### src/rtl/krnl_partialknn_uram_burst_port.sv
// Burst-to-beat initiator for a single-port URAM (address0/ce0/we0/d0/q0).
// Read data is tagged through a latency pipe into a credit-limited return FIFO.
module krnl_partialknn_uram_burst_port #(
    parameter int DataWidth    = 256,
    parameter int AddressWidth = 11,
    parameter int LenWidth     = 12,
    parameter int MemLatency   = 1,
    parameter int RetDepth     = 4
) (
    input  logic                    clk,
    input  logic                    reset,
    input  logic                    cmd_valid,
    output logic                    cmd_ready,
    input  logic                    cmd_write,
    input  logic [AddressWidth-1:0] cmd_addr,
    input  logic [LenWidth-1:0]     cmd_len,
    input  logic                    wr_valid,
    output logic                    wr_ready,
    input  logic [DataWidth-1:0]    wr_data,
    output logic                    rd_valid,
    input  logic                    rd_ready,
    output logic [DataWidth-1:0]    rd_data,
    output logic                    rd_last,
    output logic                    done,
    output logic [AddressWidth-1:0] address0,
    output logic                    ce0,
    output logic                    we0,
    output logic [DataWidth-1:0]    d0,
    input  logic [DataWidth-1:0]    q0
);
    localparam int PW = $clog2(RetDepth);
    localparam int CW = $clog2(RetDepth + 1);

    typedef enum logic [1:0] {IDLE, WRITE, READ, DRAIN} state_t;

    state_t                  state_reg, state_next;
    logic [AddressWidth-1:0] addr_reg, addr_next;
    logic [LenWidth-1:0]     len_reg, len_next;
    logic                    done_reg, done_next;
    logic [MemLatency-1:0]   tag_v_reg, tag_v_next;
    logic [MemLatency-1:0]   tag_l_reg, tag_l_next;
    logic [CW-1:0]           inflight_reg, inflight_next;
    logic [CW-1:0]           fifo_count_reg, fifo_count_next;
    logic [PW-1:0]           wptr_reg, rptr_reg;
    logic [RetDepth-1:0]     fifo_last_reg;
    logic [DataWidth-1:0]    fifo_mem [RetDepth];

    logic wr_fire, rd_issue, has_credit, push, push_last, pop;
    logic [CW:0] occupancy;

    // A credit is held from issue until the beat leaves the FIFO, so it can never overflow.
    assign occupancy  = {1'b0, inflight_reg} + {1'b0, fifo_count_reg};
    assign has_credit = occupancy < (CW+1)'(RetDepth);
    assign wr_fire    = (state_reg == WRITE) && wr_valid;
    assign rd_issue   = (state_reg == READ) && has_credit;
    assign push       = tag_v_reg[MemLatency-1];
    assign push_last  = tag_l_reg[MemLatency-1];
    assign pop        = rd_valid && rd_ready;

    assign cmd_ready = (state_reg == IDLE) && !done_reg && reset;
    assign wr_ready  = (state_reg == WRITE);
    assign ce0       = wr_fire || rd_issue;
    assign we0       = wr_fire;
    assign address0  = ce0 ? addr_reg : '0;
    assign d0        = wr_fire ? wr_data : '0;
    assign rd_valid  = (fifo_count_reg != '0);
    assign rd_data   = rd_valid ? fifo_mem[rptr_reg] : '0;
    assign rd_last   = rd_valid && fifo_last_reg[rptr_reg];
    assign done      = done_reg;

    genvar gi;
    generate
        for (gi = 0; gi < MemLatency; gi++) begin : g_tag
            if (gi == 0) begin : g_head
                assign tag_v_next[gi] = rd_issue;
                assign tag_l_next[gi] = rd_issue && (len_reg == '0);
            end else begin : g_body
                assign tag_v_next[gi] = tag_v_reg[gi-1];
                assign tag_l_next[gi] = tag_l_reg[gi-1];
            end
        end
    endgenerate

    always_comb begin
        state_next      = state_reg;
        addr_next       = addr_reg;
        len_next        = len_reg;
        done_next       = 1'b0;
        inflight_next   = inflight_reg + CW'(rd_issue) - CW'(push);
        fifo_count_next = fifo_count_reg + CW'(push) - CW'(pop);
        case (state_reg)
            IDLE: begin
                if (cmd_valid && cmd_ready) begin
                    addr_next  = cmd_addr;
                    len_next   = cmd_len;
                    state_next = cmd_write ? WRITE : READ;
                end
            end
            WRITE: begin
                if (wr_fire) begin
                    addr_next = addr_reg + 1'b1;
                    if (len_reg == '0) begin
                        done_next  = 1'b1;
                        state_next = IDLE;
                    end else begin
                        len_next = len_reg - 1'b1;
                    end
                end
            end
            READ: begin
                if (rd_issue) begin
                    addr_next = addr_reg + 1'b1;
                    if (len_reg == '0) state_next = DRAIN;
                    else len_next = len_reg - 1'b1;
                end
            end
            DRAIN: begin
                if (pop && rd_last) begin
                    done_next  = 1'b1;
                    state_next = IDLE;
                end
            end
            default: state_next = IDLE;
        endcase
    end

    always_ff @(posedge clk or negedge reset) begin
        if (!reset) begin
            state_reg      <= IDLE;
            addr_reg       <= '0;
            len_reg        <= '0;
            done_reg       <= 1'b0;
            tag_v_reg      <= '0;
            tag_l_reg      <= '0;
            inflight_reg   <= '0;
            fifo_count_reg <= '0;
            wptr_reg       <= '0;
            rptr_reg       <= '0;
            fifo_last_reg  <= '0;
        end else begin
            state_reg      <= state_next;
            addr_reg       <= addr_next;
            len_reg        <= len_next;
            done_reg       <= done_next;
            tag_v_reg      <= tag_v_next;
            tag_l_reg      <= tag_l_next;
            inflight_reg   <= inflight_next;
            fifo_count_reg <= fifo_count_next;
            if (push) begin
                wptr_reg                <= wptr_reg + 1'b1;
                fifo_last_reg[wptr_reg] <= push_last;
            end
            if (pop) rptr_reg <= rptr_reg + 1'b1;
        end
    end

    // Payload storage needs no reset: rd_data is gated by the cleared count.
    always_ff @(posedge clk) begin
        if (push) fifo_mem[wptr_reg] <= q0;
    end
endmodule

### config.mk
export PLATFORM = sky130hd
export DESIGN_NAME = krnl_partialknn_uram_burst_port
export DESIGN_NICKNAME = d
export VERILOG_FILES = /design/src/rtl/krnl_partialknn_uram_burst_port.sv
export SDC_FILE = /design/constraint.sdc
export NUM_CORES = 1
export LEC_CHECK = 0
export CAP_MARGIN = 5
export CORE_AREA = 4 4 411 413
export CTS_BUF_LIST = sky130_fd_sc_hd__clkbuf_4 sky130_fd_sc_hd__clkbuf_8 sky130_fd_sc_hd__clkbuf_16
export DETAILED_ROUTE_END_ITERATION = 6
export DIE_AREA = 0 0 415 417
export SETUP_SLACK_MARGIN = 0.1
export SLEW_MARGIN = 40
export SYNTH_ARGS = -nofsm -noshare
export SYNTH_HDL_FRONTEND = slang
export SYNTH_SLANG_ARGS = --single-unit
### constraint.sdc
create_clock -name clk -period 9.1 [get_ports clk]
set_input_delay 1.365 -clock clk [delete_from_list [all_inputs] [get_ports clk]]
set_output_delay 1.365 -clock clk [all_outputs]
set_load 0.02 [all_outputs]
==> results.cfg <==
[pwr]
seqPwrFrac_pct = 34.9
comb_power_share_pct = 36.5
p_int_mw = 10.8
clockPowerShare_pct = 28.6
power.leakage_nw = 20.4
power.density_mw_per_mm2 = 259
ir_drop_mv = 0.224
power_mw = 15.7
switching_share_pct = 31.3
switchingPower_mw = 4.89

[detailed_routing]
remaining_drc_errors = 0
wire_per_inst_um = 29.4
vias = 25700
drt_iter0_markers = 1557
via_per_inst = 4.48
ant_nets = 0
finalWirelength_mm = 169
drt_pass1_iterations = 7

[layout]
drive_above_1_share_pct = 14.6
nets = 3844
largest_register_ffs = 1024
area_delta_synth_final_pct = 40.7
fillCellCount = 15600

[synthesis]
synth_common_cells = 1024 x edfxtp_1, 263 x and2_1, 260 x and3_1
syn-num-nets = 2777
netlist_instances = 2216
synth_top_family_by_area = multiplexers
yosys.cell_count.top_type = edfxtp_1
syn_avg_cell_area_um2 = 19.4
netlist.area_leader.share_pct = 71.6
synth_compound_area_share_pct = 0.996
synth_xor_area_share_pct = 0.143
synthMuxAreaShare_pct = 13.8
netlist-cell-type-count = 56
yosys_register_bits = 1066
synth_top_cell_by_area = edfxtp_1
synthSimpleGateAreaFrac_pct = 8.80
yosysSeqAreaShare_pct = 74.0
yosys_warnings = 0
synth_edf_count = 1024
synth_area_mm2 = 0.0430
synthArstFlopShare_pct = 3.94
synth_fa_ha_area_share_pct = 0.617
synthFlopType = edfxtp_1
synth.area.top_cells = edfxtp_1 72%, mux4_2 13%, and2_1 3.8%, and3_1 3.8%, dfrtp_1 2.4%

[timing]
fin_setup_tns_ps = 0
drv_slew = 0
post-route-period-util_pct = 55.6
fin_worst_skew_ps = 50.5
timing.final.crit_period_ps = 5060
worst_pin_slew_ps = 852
setup_slack_ps = 4040
setup_viol = 0
slew_headroom_pct = 43.0
max_freq_mhz = 198
hold_viol_final = 0
rsz0062_at_grt = no

[critical_path]
r2r_start = push
r2r_cells = 3
timing.critical_path.to = rd_data[160]
end_kind = output pin
r2r_setup_slack_ps = 6230
worstSetupPathType = register to output pin
crit_start = rptr_reg[0]
worstReg2RegEnd = fifo_mem[3][131]
path_max_fanout = 48
cp.required_ps = 7740
arrival_ps = 3690
startpoint_type = register

[clock_tree]
cts-buffers-inserted = 110
cts_resized = 0
ctsHtreeMaxLevel = 3
cts_hold_buf = 0
clock-sinks = 1066
insertion_delay_ps = 740
clkTransAtPathRegs_ps = 50
post-cts-setup-buffers = 0
root_buffer = clkbuf_16
cts_tree = built
cts.path.max_buffers = 3

[global_routing]
grt_max_degree = 232
grt_use_total_pct = 18.8
grt_pass1_wl_mm = 227
antenna_found_initial = 80
grt_pass1_vias = 26600
grt_overflow = 0

[worst_hold_path]
hold_class = register to register

[floorplan]
start_util_pct = 26.1
fp.coreArea_mm2 = 0.165
die_h_um = 417
pin_count = 1071
die-area_mm2 = 0.173
fp.dieW_um = 415
fp-row-count = 149

[flow_run]
cap_violations = 0

[status]
status = completed

[placed_design]
dp_hpwl_mm = 126
portBuffers = 1070
routabilityCongestion = 0.957
dp_slack_ps = 4440
==> how the worst min path moves through the flow <==
| stage | startpoint | end | slack, ps | cells after the start |
|---|---|---|---|---|
| after floorplan | inflight_reg[2] | inflight_reg[2] | 450 | 1 |
| after global placement | inflight_reg[2] | inflight_reg[2] | 470 | 1 |
| after detailed placement | inflight_reg[2] | inflight_reg[2] | 490 | 1 |
| after CTS | inflight_reg[2] | inflight_reg[2] | 500 | 1 |
| after global routing | inflight_reg[2] | inflight_reg[2] | 500 | 1 |
| final | inflight_reg[2] | inflight_reg[2] | 490 | 1 |
==> metal layers <==
layer  wire length, um  global-route usage (%)  up-vias  part of all wire (%)
li1                  -                       -    11200                     -
met1             52400                    17.4    13300                    31
met4             10300                    13.1       18                   6.1
met3              9590                    4.82      276                   5.7
met2             96400                    35.8      881                    57
met5               107                       0        -                 0.063
==> layout by cell type, fill, tap and decap left out, drive strengths merged, types with 4 or more instances in the layout <==
master	synthesis	final
o31ai	6	6
nand2	16	16
inv	21	27
clkinv	0	53
a221oi	4	4
mux2i	10	10
ha	18	18
clkbuf	113	130
bufinv	0	10
nor2b	13	13
mux2	4	4
edfxtp	1024	1024
o21ai	17	17
buf	41	41
clkdlybuf4s50	0	1068
and3	260	260
xnor2	5	5
nor4	4	4
dfrtp	42	42
mux4	257	257
a21oi	5	5
diode	0	178
and2	264	264
nor3	9	9
nand3	10	10
a31oi	7	7
nor2	21	21
a2bb2oi	4	4
==> worst max-delay path, stage by stage (launching register included) <==
cell and delay (ps):
dfrtp_4 860, buf_6 660, mux4_2 580, and2_1 170
clkdlybuf4s50_1 580
==> cell type report <==
| type | count | area [um^2] | area share [%] |
|---|---|---|---|
| antenna | 178 | 445 | 0.737 |
| clock buffer | 130 | 2900 | 4.80 |
| clock inverter | 71 | 727 | 1.20 |
| inverter | 21 | 78.8 | 0.130 |
| multi-input combinational | 975 | 10500 | 17.4 |
| sequential | 1066 | 31800 | 52.6 |
| tap | 2189 | 2740 | 4.53 |
| timing repair buffer | 1109 | 11300 | 18.6 |
==> cells by family (layout without fill, tap and decap cells) <==
logic type	count (synthesis)	in the layout
other	0	178
DFF	1066	1066
buffers and inverters	175	1331
muxes	271	271
AOI/OAI and AO/OA	61	61
and+or+nand+nor	616	616
xor gates and xnor gates	7	7
adders and majority gates	20	20
==> power by group through the flow <==
stage | clock, mW | combinational, mW | sequential (mW)
floorplan | 0 | 3.13 | 5.50
detailed placement | 0 | 5.82 | 5.57
global route | 4.84 | 6.01 | 5.47
finish | 4.48 | 5.71 | 5.47
CTS | 4.63 | 5.84 | 5.47
global placement | 0 | 5.82 | 5.57
==> metrics by stage <==
step | area [um^2] | cells | hold slack (ps) | util [%]
6_report | 60500 | 5739 | 488 | 36.7
5_1_grt | 60400 | 5709 | 497 | 36.6
4_1_cts | 59900 | 5556 | 497 | 36.3
3_5_place_dp | 56300 | 5355 | 485 | 34.1
3_3_place_gp | 56100 | 5351 | 468 | 34.0
2_1_floorplan | 43000 | 2216 | 452 | -
(Power assumes the default switching activity.)
